===== config.mk =====
export PLATFORM = sky130hd
export DESIGN_NAME = bmult_pipe
export DESIGN_NICKNAME = d
export VERILOG_FILES = /design/src/rtl/bmult_pkg.sv /design/src/rtl/bmult_booth_pp.sv /design/src/rtl/bmult_pipe.sv
export SDC_FILE = /design/constraint.sdc
export NUM_CORES = 2
export LEC_CHECK = 0
export CORE_UTILIZATION = 40
export CTS_CLUSTER_SIZE = 24
export DETAILED_ROUTE_END_ITERATION = 6
export GPL_ROUTABILITY_DRIVEN = 0
export GPL_TIMING_DRIVEN = 1
export PLACE_DENSITY = 0.67
export SETUP_SLACK_MARGIN = 0.2
export SKIP_CTS_REPAIR_TIMING = 1
export SYNTH_ARGS = -nofsm -noshare
export SYNTH_HDL_FRONTEND = slang
export SYNTH_SLANG_ARGS = --single-unit

===== constraint.sdc =====
create_clock -name clk -period 34.8 [get_ports clk]
set_clock_uncertainty 0.05 [all_clocks]
set_input_delay 5.22 -clock clk [delete_from_list [all_inputs] [get_ports clk]]
set_output_delay 5.22 -clock clk [all_outputs]
set_load 0.02 [all_outputs]

===== src/rtl/bmult_pkg.sv =====
// Shared types and helpers for the radix-4 Booth multiplier: digit encoding,
// window recoding and partial-product count.
package bmult_pkg;

    typedef enum logic [2:0] {
        BD_ZERO,
        BD_P1,
        BD_P2,
        BD_M1,
        BD_M2
    } booth_digit_t;

    // Window is {b[2i+1], b[2i], b[2i-1]}.
    function automatic booth_digit_t booth_encode(input logic [2:0] win);
        booth_digit_t d;
        case (win)
            3'b001, 3'b010: d = BD_P1;
            3'b011:         d = BD_P2;
            3'b100:         d = BD_M2;
            3'b101, 3'b110: d = BD_M1;
            default:        d = BD_ZERO;
        endcase
        return d;
    endfunction

    function automatic int n_pp(input int w);
        return w / 2 + 1;
    endfunction

endpackage


===== src/rtl/bmult_booth_pp.sv =====
// One Booth partial-product row: selects 0, +-A or +-2A, sign-extends to 2W,
// and shifts into place. Negation is one's complement plus a separate carry bit.
module bmult_booth_pp
    import bmult_pkg::*;
#(
    parameter int W     = 32,
    parameter int SHIFT = 0
) (
    input  booth_digit_t     digit,
    input  logic [W:0]       a_ext,
    output logic [2*W-1:0]   row,
    output logic             neg
);

    logic [W+1:0]   mag;
    logic [W+1:0]   inv;
    logic [2*W-1:0] ext;

    always_comb begin
        mag = '0;
        neg = 1'b0;
        case (digit)
            BD_P1: mag = {a_ext[W], a_ext};
            BD_P2: mag = {a_ext, 1'b0};
            BD_M1: begin
                mag = {a_ext[W], a_ext};
                neg = 1'b1;
            end
            BD_M2: begin
                mag = {a_ext, 1'b0};
                neg = 1'b1;
            end
            default: mag = '0;
        endcase
        // Invert before shifting so the vacated low bits stay zero; the +1 lands at SHIFT.
        inv = neg ? ~mag : mag;
        ext = {{(W-2){inv[W+1]}}, inv};
        row = ext << SHIFT;
    end

endmodule


===== src/rtl/bmult_pipe.sv =====
// Pipelined radix-4 Booth multiplier with signed/unsigned mode per transaction
// and a globally stalled valid/ready pipeline of STAGES register levels.
module bmult_pipe
    import bmult_pkg::*;
#(
    parameter int W      = 32,
    parameter int STAGES = 3
) (
    input  logic           clk,
    input  logic           rst,
    input  logic           in_valid,
    output logic           in_ready,
    input  logic [W-1:0]   A,
    input  logic [W-1:0]   B,
    input  logic           is_signed,
    output logic [2*W-1:0] P,
    output logic           out_valid,
    input  logic           out_ready
);

    localparam int NPP  = n_pp(W);
    localparam int NR   = NPP + 1;
    localparam int HALF = NR / 2;

    typedef logic [2*W-1:0]          row_t;
    typedef logic [NR-1:0][2*W-1:0]  rows_t;

    // Handshake: in_valid/A/B/is_signed transfer when in_valid && in_ready;
    // P transfers when out_valid && out_ready. The whole pipe freezes on a stall.
    logic en;
    assign en       = !(out_valid && !out_ready);
    assign in_ready = en && !rst;

    logic [W:0]   a_ext;
    logic [W+2:0] b_ext;
    assign a_ext = {is_signed & A[W-1], A};
    assign b_ext = {{2{is_signed & B[W-1]}}, B, 1'b0};

    booth_digit_t      digit  [NPP];
    row_t              pp_row [NPP];
    logic [NPP-1:0]    pp_neg;

    generate
        for (genvar i = 0; i < NPP; i++) begin : g_pp
            assign digit[i] = booth_encode(b_ext[2*i+2 -: 3]);
            bmult_booth_pp #(
                .W     (W),
                .SHIFT (2*i)
            ) u_pp (
                .digit (digit[i]),
                .a_ext (a_ext),
                .row   (pp_row[i]),
                .neg   (pp_neg[i])
            );
        end
    endgenerate

    // Last row gathers every negate carry; their positions 2i never collide.
    rows_t rows_c;
    always_comb begin
        rows_c = '0;
        for (int i = 0; i < NPP; i++) begin
            rows_c[i]       = pp_row[i];
            rows_c[NPP][2*i] = pp_neg[i];
        end
    end

    // Linear carry-save chain over rows 0..n-1; returns {carry, sum}.
    function automatic logic [4*W-1:0] csa_chain(input rows_t x, input int n);
        row_t s;
        row_t c;
        row_t t;
        s = x[0];
        c = x[1];
        for (int i = 2; i < NR; i++) begin
            if (i < n) begin
                t = s ^ c ^ x[i];
                c = ((s & c) | (s & x[i]) | (c & x[i])) << 1;
                s = t;
            end
        end
        return {c, s};
    endfunction

    function automatic row_t cpa(input logic [4*W-1:0] cs);
        return cs[2*W-1:0] + cs[4*W-1:2*W];
    endfunction

    row_t p_next;

    generate
        if (STAGES == 1) begin : g_one
            assign p_next = cpa(csa_chain(rows_c, NR));
        end else begin : g_multi
            rows_t pp_q;
            always_ff @(posedge clk) begin
                if (en) pp_q <= rows_c;
            end

            if (STAGES == 2) begin : g_two
                assign p_next = cpa(csa_chain(pp_q, NR));
            end else if (STAGES == 3) begin : g_three
                logic [4*W-1:0] cs_q;
                always_ff @(posedge clk) begin
                    if (en) cs_q <= csa_chain(pp_q, NR);
                end
                assign p_next = cpa(cs_q);
            end else begin : g_four
                // First half of the rows compressed here, the rest forwarded untouched.
                rows_t          part_c;
                rows_t          part_q;
                logic [4*W-1:0] head;
                logic [4*W-1:0] cs_q;
                always_comb begin
                    head   = csa_chain(pp_q, HALF);
                    part_c = '0;
                    for (int i = HALF; i < NR; i++) part_c[i] = pp_q[i];
                    part_c[0] = head[2*W-1:0];
                    part_c[1] = head[4*W-1:2*W];
                end
                always_ff @(posedge clk) begin
                    if (en) begin
                        part_q <= part_c;
                        cs_q   <= csa_chain(part_q, NR);
                    end
                end
                assign p_next = cpa(cs_q);
            end
        end
    endgenerate

    logic [STAGES-1:0] vld;
    logic [STAGES-1:0] vld_nxt;
    assign vld_nxt   = (vld << 1) | STAGES'(in_valid);
    assign out_valid = vld[STAGES-1];

    always_ff @(posedge clk) begin
        if (rst) begin
            vld <= '0;
            P   <= '0;
        end else if (en) begin
            vld <= vld_nxt;
            if (vld_nxt[STAGES-1]) P <= p_next;
        end
    end

endmodule


==> reports/qor.yml <==
synth:
  netlist_area_sq_um: 54200
  yosys_most_used_dff: "edfxtp_1"
  syn_avg_cell_area_sq_um: 12.2
  syn_nets: 5277
  ys_types: 79
  synth_cells: 4452
  yosys_warnings: 0
  ys_seq_elements: 779
  synth_edf_count: 712
  synth-async-reset-ratio_pct: 0
  synth_sequential_area_ratio_pct: 41.9
cts:
  tritoncts: "done"
  root_buffer: "clkbuf_16"
  clk_pin_slew_ns: 0.06
  clockBufferDepth: 3
  cts_inserted_buffers: 89
  cts.sinks: 779
  htree_num_levels: 3
  clk_latency_ns: 0.66
floorplanning:
  dieWidth_um: 370
  die_area_sq_um: 137000
  io_pins: 135
  die_y_um: 370
  rows: 134
  core_sq_um: 134000
  initial_utilization_pct: 40.5
placed_design:
  post-dp-hpwl_mm: 97.2
  portBuffers: 134
  dp_slack_ns: 22.49
setup_path:
  end_kind: "output port"
  path_class: "in -> out"
  cp-start-kind: "input port"
  path_max_fanout: 52
  worstPathArrival_ns: 7.02
  cp.required_ns: 29.53
route:
  first_pass_iters: 6
  drt_wl_total_mm: 142
  ant_nets: 0
  drc: 0
  routed-via-count: 35400
  drtIter0Drc: 3642
  wl_per_cell_um: 23.2
  via_per_inst: 5.76
sta:
  period_share_pct: 35.3
  drv_slew: 0
  finalHoldWorstSlack_ns: 0.398
  worst_slack_ns: 22.51
  tns_ns: 0
  max_freq_mhz: 81.4
  fin_crit_ns: 12.29
  worst_pin_slew_ns: 1.26
  rsz0062_at_grt: "false"
  setup_viol_count_final: 0
  final_hold_viol_count: 0
  slew_headroom_pct: 15.9
global_routing:
  track_usage_pct: 20.7
  antenna_found_initial: 10
  grt_overflow: 0
  grt_pass1_vias: 36100
  grt_pass1_wl_mm: 219
  grt_max_degree: 199
finish:
  syn2layout_area_growth_pct: 9.57
  final_net_count: 5130
  drive_gt1_share_pct: 6.45
hold_path:
  min_path_type: "reg -> reg"
flow_run:
  maxCapViolations: 0
run_status:
  outcome: "complete, no violations"
layer usage:
layer / vias to the layer above / share of wire (%) / track usage [%] / wire length [um]
li1: 15600 / - / - / -
met1: 18100 / 44 / 29.6 / 62500
met2: 1474 / 46 / 32.5 / 65400
met3: 214 / 7.9 / 3.49 / 11200
met4: 12 / 2.3 / 5.49 / 3320
met5: - / 0.058 / 0 / 82
worst paths after layout:
kind | slack (ns) | cells past startpoint | startpoint | end
worst max-delay path | 22.51 | 4 | out_ready | in_ready
worst max register to register | 24.89 | 19 | g_multi.pp_q[33]$_DFFE_PN_ | g_multi.g_three.cs_q[63]$_DFFE_PN_
worst min-delay path | 0.40 | 2 | P[34]$_SDFFE_PP0P_ | P[34]$_SDFFE_PP0P_
worst min register to register | 0.40 | 2 | P[34]$_SDFFE_PP0P_ | P[34]$_SDFFE_PP0P_
cells in the final DEF, fill, tap and decap left out, types with 26 or more instances in the layout:
cell type,synthesis,layout
a22oi_1,149,149
buf_2,4,48
a21o_1,35,35
and2_1,49,48
edfxtp_1,712,712
clkdlybuf4s50_1,0,86
fa_1,514,514
xor2_1,502,488
o21ai_0,175,175
clkbuf_1,385,26
nor2_1,396,382
mux2i_1,32,32
dfxtp_1,67,67
clkbuf_16,0,91
a221o_1,319,319
xnor2_1,44,44
a21oi_1,147,146
nand2_1,135,135
buf_4,2,64
ha_1,242,242
a22o_1,48,48
inv_1,215,215
synthesized netlist by cell type (14+ instances only):
| cell type | n | area [sq um] |
|---|---|---|
| mux2i_1 | 32 | 320 |
| inv_1 | 215 | 807 |
| nor3_1 | 23 | 115 |
| dfxtp_1 | 67 | 1340 |
| nor2_1 | 396 | 1490 |
| xor2_1 | 502 | 4400 |
| buf_1 | 43 | 161 |
| o21bai_1 | 14 | 105 |
| nand2_1 | 135 | 507 |
| nand3_1 | 22 | 110 |
| a221o_1 | 319 | 3190 |
| o21ai_0 | 175 | 876 |
| edfxtp_1 | 712 | 21400 |
| a22o_1 | 48 | 420 |
| a21oi_1 | 147 | 736 |
| a31oi_1 | 14 | 87.6 |
| and2_1 | 49 | 307 |
| clkbuf_1 | 385 | 1450 |
| nand4_1 | 22 | 138 |
| ha_1 | 242 | 3030 |
| nor2b_1 | 21 | 131 |
| a22oi_1 | 149 | 1120 |
| xnor2_1 | 44 | 385 |
| a21o_1 | 35 | 263 |
| fa_1 | 514 | 10300 |
critical path, cell delays in order:
cell	delay (ns)
clkdlybuf4s50_1	0.46
nand2b_4	0.53
and2_1	0.21
clkdlybuf4s50_1	0.60
state kept, by name (all words and copies together), names as in the netlist:
| name | count |
|---|---|
| g_multi.pp_q | 593 |
| g_multi.g_three.cs_q | 119 |
| P | 64 |
| vld | 3 |
cell families after synthesis:
group | Yosys count | share of synthesized area, %
AOI/OAI and AO/OA | 982 | 13.9
DFF | 779 | 41.9
adders and majority gates | 756 | 24.6
and+or+nand+nor | 702 | 5.61
buffers and inverters | 653 | 4.58
xor gates and xnor gates | 546 | 8.82
muxes | 33 | 0.612
other | 1 | 0.00692
stage by stage:
| stage | util, % | area (sq um) | cells |
|---|---|---|---|
| 6_report | 44.3 | 59400 | 6142 |
| 2_1_floorplan | - | 54200 | 4452 |
| 3_5_place_dp | 42.3 | 56700 | 5982 |
| 4_1_cts | 44.3 | 59400 | 6141 |
| 5_1_grt | 44.3 | 59400 | 6142 |
| 3_3_place_gp | 42.3 | 56700 | 5982 |
layout make-up:
class / count / area [sq um]
repair buffers: 200 / 1620
clock buffers: 120 / 2410
multi-input cells: 3020 / 29300
clock inverters: 39 / 277
well taps: 1768 / 2210
fillers: 12000 / 74600
diodes: 1 / 2.50
flip-flops and latches: 779 / 22700
inverters: 215 / 807
Power is not shown: default switching activity piles up to over one toggle a cycle in this logic, so the estimate is an artifact.
